`src/rtl/tile_pix_pkg.sv`:
```
// Shared constants and the nibble-order reversal used by the tile pixel serializer.
// A packed ROM row holds PIX_ROW pixels of PIX_BITS each, with pixel 0 in the top nibble.
package tile_pix_pkg;

    localparam int PIX_BITS = 4;
    localparam int PIX_ROW  = 8;
    localparam int ROM_W    = PIX_BITS * PIX_ROW;

    localparam logic [PIX_BITS-1:0] PIX_TRANSPARENT = '0;

    // Mirror a row: pixel 0 moves from the top nibble to the bottom nibble.
    function automatic logic [ROM_W-1:0] nib_rev(input logic [ROM_W-1:0] row);
        logic [ROM_W-1:0] r;
        r = '0;
        for (int n = 0; n < PIX_ROW; n++)
            r[n*PIX_BITS +: PIX_BITS] = row[(PIX_ROW-1-n)*PIX_BITS +: PIX_BITS];
        return r;
    endfunction

endpackage

```
`src/rtl/pix_row_flip.sv`:
```
// Combinational horizontal flip of one packed tile row, selected per row.
module pix_row_flip
    import tile_pix_pkg::*;
(
    input  logic             flip,
    input  logic [ROM_W-1:0] row,
    output logic [ROM_W-1:0] row_out
);

    assign row_out = flip ? nib_rev(row) : row;

endmodule

```
`src/rtl/tile_pix_shifter.sv`:
```
// Per-layer tile pixel serializer: double-buffers one packed row plus its colour code
// and shifts one pixel per CE, with horizontal flip and 0-7 pixel fine scroll.
module tile_pix_shifter #(
    parameter int PIX_BITS = tile_pix_pkg::PIX_BITS,
    parameter int PIX_ROW  = tile_pix_pkg::PIX_ROW,
    parameter int COL_W    = 8
) (
    input  logic                        CK,
    input  logic                        RST,
    input  logic                        CE,
    input  logic                        LOAD,
    input  logic [PIX_BITS*PIX_ROW-1:0] ROM_D,
    input  logic [COL_W-1:0]            COL_IN,
    input  logic                        FLIPX,
    input  logic [2:0]                  FINE,
    output logic [PIX_BITS-1:0]         PIX,
    output logic [COL_W-1:0]            COL,
    output logic                        OPAQUE,
    output logic                        OVR
);

    import tile_pix_pkg::*;

    localparam int RW = PIX_BITS * PIX_ROW;

    logic [RW-1:0]    rom_flip;
    logic [RW-1:0]    pend_d;
    logic [COL_W-1:0] pend_c;
    logic             pend_v;
    logic [RW-1:0]    sh;
    logic [2:0]       cnt;
    logic [2:0]       fine_r;
    logic             xfer;

    pix_row_flip u_flip (
        .flip    (FLIPX),
        .row     (ROM_D),
        .row_out (rom_flip)
    );

    // The row boundary sits wherever the free-running pixel counter meets the latched scroll.
    assign xfer = CE && (cnt == fine_r);

    always_ff @(posedge CK) begin
        if (RST) begin
            pend_d <= '0;
            pend_c <= '0;
            pend_v <= 1'b0;
            sh     <= '0;
            COL    <= '0;
            cnt    <= '0;
            fine_r <= '0;
            OVR    <= 1'b0;
        end else if (CE) begin
            cnt <= cnt + 1'b1;

            if (xfer) begin
                sh     <= pend_v ? pend_d : '0;
                COL    <= pend_v ? pend_c : '0;
                fine_r <= FINE;
            end else begin
                sh <= {sh[RW-PIX_BITS-1:0], PIX_TRANSPARENT};
            end

            // On a coincident transfer the shifter already took the old row, so the new one stays pending.
            if (LOAD) begin
                pend_d <= rom_flip;
                pend_c <= COL_IN;
                pend_v <= 1'b1;
                if (pend_v && !xfer)
                    OVR <= 1'b1;
            end else if (xfer) begin
                pend_v <= 1'b0;
            end
        end
    end

    assign PIX    = sh[RW-1 -: PIX_BITS];
    assign OPAQUE = |sh[RW-1 -: PIX_BITS];

endmodule

```
`config.mk`:
```
export PLATFORM = sky130hd
export DESIGN_NAME = tile_pix_shifter
export DESIGN_NICKNAME = d
export VERILOG_FILES = /design/src/rtl/tile_pix_pkg.sv /design/src/rtl/pix_row_flip.sv /design/src/rtl/tile_pix_shifter.sv
export SDC_FILE = /design/constraint.sdc
export NUM_CORES = 1
export LEC_CHECK = 0
export BUFFER_PORTS_ARGS = -buffer_cell sky130_fd_sc_hd__buf_2
export CAP_MARGIN = 0
export CORE_MARGIN = 10
export CORE_UTILIZATION = 45
export CTS_BUF_LIST = sky130_fd_sc_hd__clkbuf_4 sky130_fd_sc_hd__clkbuf_8 sky130_fd_sc_hd__clkbuf_16
export CTS_CLUSTER_DIAMETER = 150
export DETAILED_ROUTE_END_ITERATION = 6
export GPL_ROUTABILITY_DRIVEN = 0
export SLEW_MARGIN = 30
export SYNTH_ARGS = -nofsm -noshare
export SYNTH_HDL_FRONTEND = slang
export SYNTH_HIERARCHICAL = 1
export SYNTH_SLANG_ARGS = --single-unit
```
`constraint.sdc`:
```
create_clock -name CK -period 2.15 [get_ports CK]
set_clock_uncertainty 0.05 [all_clocks]
set_input_delay 0.215 -clock CK [delete_from_list [all_inputs] [get_ports CK]]
set_output_delay 0.215 -clock CK [all_outputs]
set_load 0.1 [all_outputs]
```
## Word-level counts from Yosys, hierarchy flattened

Cells that the tools add are included.

| word-level totals | value |
|---|---|
| latch bits | 0 |
| memory bits (writable) | 0 |
| memories kept | 0 |
| word-level logic and storage cells | 25 |
| input port bits | 48 |
| register bits | 88 |
| bits in read-only memories | 0 |

| cells by class | value |
|---|---|
| $add $sub $neg | 1 |
| $lt $le $gt $ge | 0 |
| multipliers | 0 |
| shifts and indexed selects | 0 |
| mux-type cells | 6 |
| bitwise logic cells | 0 |
| equality and inequality tests | 1 |
| reductions and logical operators | 9 |
| div/mod/pow operators | 0 |

Operators by type and width:

| kind | count |
|---|---|
| 32-bit 2-to-1 mux | 3 |
| 8-bit 2-to-1 mux | 1 |
| 2-bit AND reduction | 3 |
| 4-bit OR reduction | 1 |
| 3-bit by 1-bit adder with 3-bit output, second input constant | 1 |
| 3-bit == test | 1 |
| 3-bit AND reduction | 1 |
| 1-bit logical AND | 2 |
| 1-bit 2-to-1 mux | 2 |
| 2-bit nonzero test | 1 |
| 1-bit logical NOT | 1 |

## Logic depth before layout (Yosys ltp)

| depth | value |
|---|---|
| depth after elaboration | 5 |
| mapped depth | 6 |
| depth with buffers taken out | 4 |

## Cells and area by module

The synthesis kept the hierarchy.

Modules (own cells, without submodules):

| module | cells an instance | area each (um2) | instances | seq. area each (um2) |
|---|---|---|---|---|
| tile_pix_shifter | 490 | 4169.0 | 1 | 1761.7 |
| pix_row_flip | 36 | 544.3 | 1 | 0.0 |

## Least setup slack after synthesis

OpenSTA, ideal clock, no wires.

| timing | value |
|---|---|
| path type | reg2out |
| start | reg sh[31] |
| end | out OPAQUE |
| data required time | 1.885 ns |
| stages on the path, launching flop included | 2 |
| path buffers | 0 |
| slack | 0.628 ns |
| data arrival time | 1.257 ns |
| cell sequence | dfxtp_1 -> or4_1 |

| between the ends | value |
|---|---|
| word-level cells in the longest chain between the ends | 1 |

Ends and longest elaborated chain:

| what | line | RTL |
|---|---|---|
| start, declared | tile_pix_shifter.sv:30 | `logic [RW-1:0] sh;` |
| start signal, assigned | tile_pix_shifter.sv:58 | `sh <= pend_v ? pend_d : '0;` |
| start signal, assigned | tile_pix_shifter.sv:62 | `sh <= {sh[RW-PIX_BITS-1:0], PIX_TRANSPARENT};` |
| 4-bit OR reduction | tile_pix_shifter.sv:79 | `assign OPAQUE = \|sh[RW-1 -: PIX_BITS];` |
| end, declared | tile_pix_shifter.sv:18 | `output logic OPAQUE,` |

No other way between the ends.

## Worst setup path after layout

| timing | value |
|---|---|
| start | reg sh[28] |
| end | out OPAQUE |

The elaborated chain is that of the path after synthesis.

==> metrics.cfg <==
[outcome]
status = complete, no violations

[cells_and_area]
fin_nets = 603
syn_to_final_growth_pct = 10.1
diodes = 0
multi_input_area_um2 = 2570
fillCellCount = 1014
drive_gt1_frac = 0.274
final_util = 0.505
seqCellArea_um2 = 1760

[floorplanning]
die_y_um = 122
row_count = 37
initial_core_util = 0.459
core-area_um2 = 10300
die_w_um = 122
ios = 62
die_area_um2 = 15000

[synthesis]
avgSynthCellArea_um2 = 8.96
synth_compound_area_frac = 0.208
synth_top_cell_by_area = dfxtp_1
synth-adder-area-share = 0.00265
yosys-mux-area-fraction = 0.126
synth_most_common_cell = nand2_1
yosys_warnings = 6
syn_inst = 526
synth_xor_area_frac = 0.00929
synth_top_family_by_area = compound AO/OA/AOI/OAI gates
ys_seq_elements = 88
synth.top_cell.area_share = 0.374
synth_area_um2 = 4710
ys_seq_area_frac = 0.374
ys_types = 31
ys_top_cells_by_area = dfxtp_1 (37%), nand2_1 (10%), mux2_4 (9.6%), a21oi_1 (7.2%), a211oi_2 (6.9%)
synth_edf_count = 0
async_reset_ff_frac = 0
synth_fp_nets = 575
synth_ff_type = dfxtp_1
synth_commonest_cells = nand2_1 (126), dfxtp_1 (88), a21oi_1 (68), mux2_4 (30)
synth-simple-area-share = 0.194

[grt]
grt_pass1_wl_um = 18200
grt_max_degree = 86
grt_pass1_vias = 3667
grt_remaining_overflow = 0
grt_util_all_layers = 0.147
antenna_found_initial = 0

[clock_tree]
h-tree-depth = 3
cts.clk_slew.worst_paths_ps = 90
cts-root-buf = clkbuf_8
cts.sinks = 88
clkLatencyLatePin_ps = 350
clockBufferDepth = 2
cts_tree = built
numCtsBuffers = 9
cts_hold_buf = 0
cts_setup_buffers = 0
cts_resized = 0

[setup_path]
cp-end-kind = primary output
rrSetupSlack_ps = 530
worst-setup-path-type = flip-flop to primary output
worst_ep_required_time_ps = 1880
critPathLaunchType = flip-flop
cp_max_fo = 3
arrival_ps = 1500

[drt]
dr.pass1.iters = 4
wl_um = 10800
via_per_inst = 5.42
dr.first_iter.drc_count = 269
drt-wirelength-per-cell_um = 15.5
num_vias = 3770
drtAntennaViolNets = 0
drc = 0

[power_and_ir_drop]
power.density_nw_per_um2 = 801
leakagePower_uw = 0.00205
ir_worst_vdd_uv = 388

[timing]
relSlewSlack = 0.671
max_clock_freq_mhz = 566
drv_slew = 0
min_period_over_period = 0.822
finalHoldViolCount = 0
setup-violations-final = 0
rsz0062_at_grt = no
period_minus_slack_ps = 1770
fin_setup_tns_ps = 0
tightest_slew_ps = 498

[placement]
dp_hpwl_um = 7440
port-buffer-count = 61

[job]
cap_viol_max_count = 0

[min_path]
hp-class = input port to flip-flop

## routing by layer
metal	routed length [µm]	GRT usage	vias up	part of all wire
met4	181	0.0589	0	0.017
met2	4690	0.205	78	0.44
li1	-	-	1901	-
met1	5350	0.215	1775	0.50
met3	536	0.0294	16	0.050
met5	0	0	-	0
## metrics by stage
| stage | hold slack, ps | power [µW] | setup WS (ps) | instances | area (µm²) |
|---|---|---|---|---|---|
| after floorplan | 301 | 2850 | 628 | 526 | 4710 |
| after global placement | 390 | 2970 | 618 | 679 | 4980 |
| after detailed placement | 396 | 2990 | 567 | 679 | 4980 |
| after CTS | 28.6 | 4190 | 358 | 695 | 5190 |
| after global routing | 30.9 | 4380 | 306 | 695 | 5190 |
| final | 40.5 | 4160 | 382 | 695 | 5190 |
## worst max-delay path, cell delays in order, from the launching register on
cell	delay, ps
dfxtp_1	350
or4_1	490
buf_2	300
## final timing paths
path              startpoint          to  depth (start not counted)
hold reg to reg   pend_d[16]  pend_d[16]                          2
setup / recovery      sh[28]      OPAQUE                          2
setup reg to reg   fine_r[0]      sh[11]                          4
hold / removal     COL_IN[4]   pend_c[4]                          3
## area by class of cell
type / instances / area share
Inverter: 1 / 0.000723
Clock inverter: 4 / 0.0101
Timing Repair Buffer: 75 / 0.0912
Tap cell: 136 / 0.0328
Multi-Input combinational cell: 379 / 0.495
Sequential cell: 88 / 0.340
Clock buffer: 12 / 0.0306
## power breakdown
part	internal [µW]	leakage, µW	switching, µW
logic	417	0.00122	693
clock network	617	0.000110	588
registers	1760	0.000721	80.0
total	2800	0.00205	1360
## cell families after synthesis
logic type	count (synthesis)
XOR/XNOR	5
multiplexers	44
adder cells (fa/ha/maj)	1
flip-flops	88
AND/OR/NAND/NOR	199
buffers and inverters	59
AO/OA/AOI/OAI	130
## state kept, by name (all words and copies together), names as in the netlist
signal / count
pend_d: 32
sh: 32
COL: 8
pend_c: 8
cnt: 3
fine_r: 3
OVR: 1
pend_v: 1
## layout by cell type (no fill, tap or decap), types with 9 or more instances in the layout
cell type,instances
mux2i_1,12
and3_1,28
nand2_1,126
a21oi_1,68
dfxtp_1,88
buf_4,9
mux2_4,30
nand2b_1,28
buf_2,61
clkbuf_8,11
a211oi_2,26
o221ai_1,28
(Power assumes the default switching activity.)
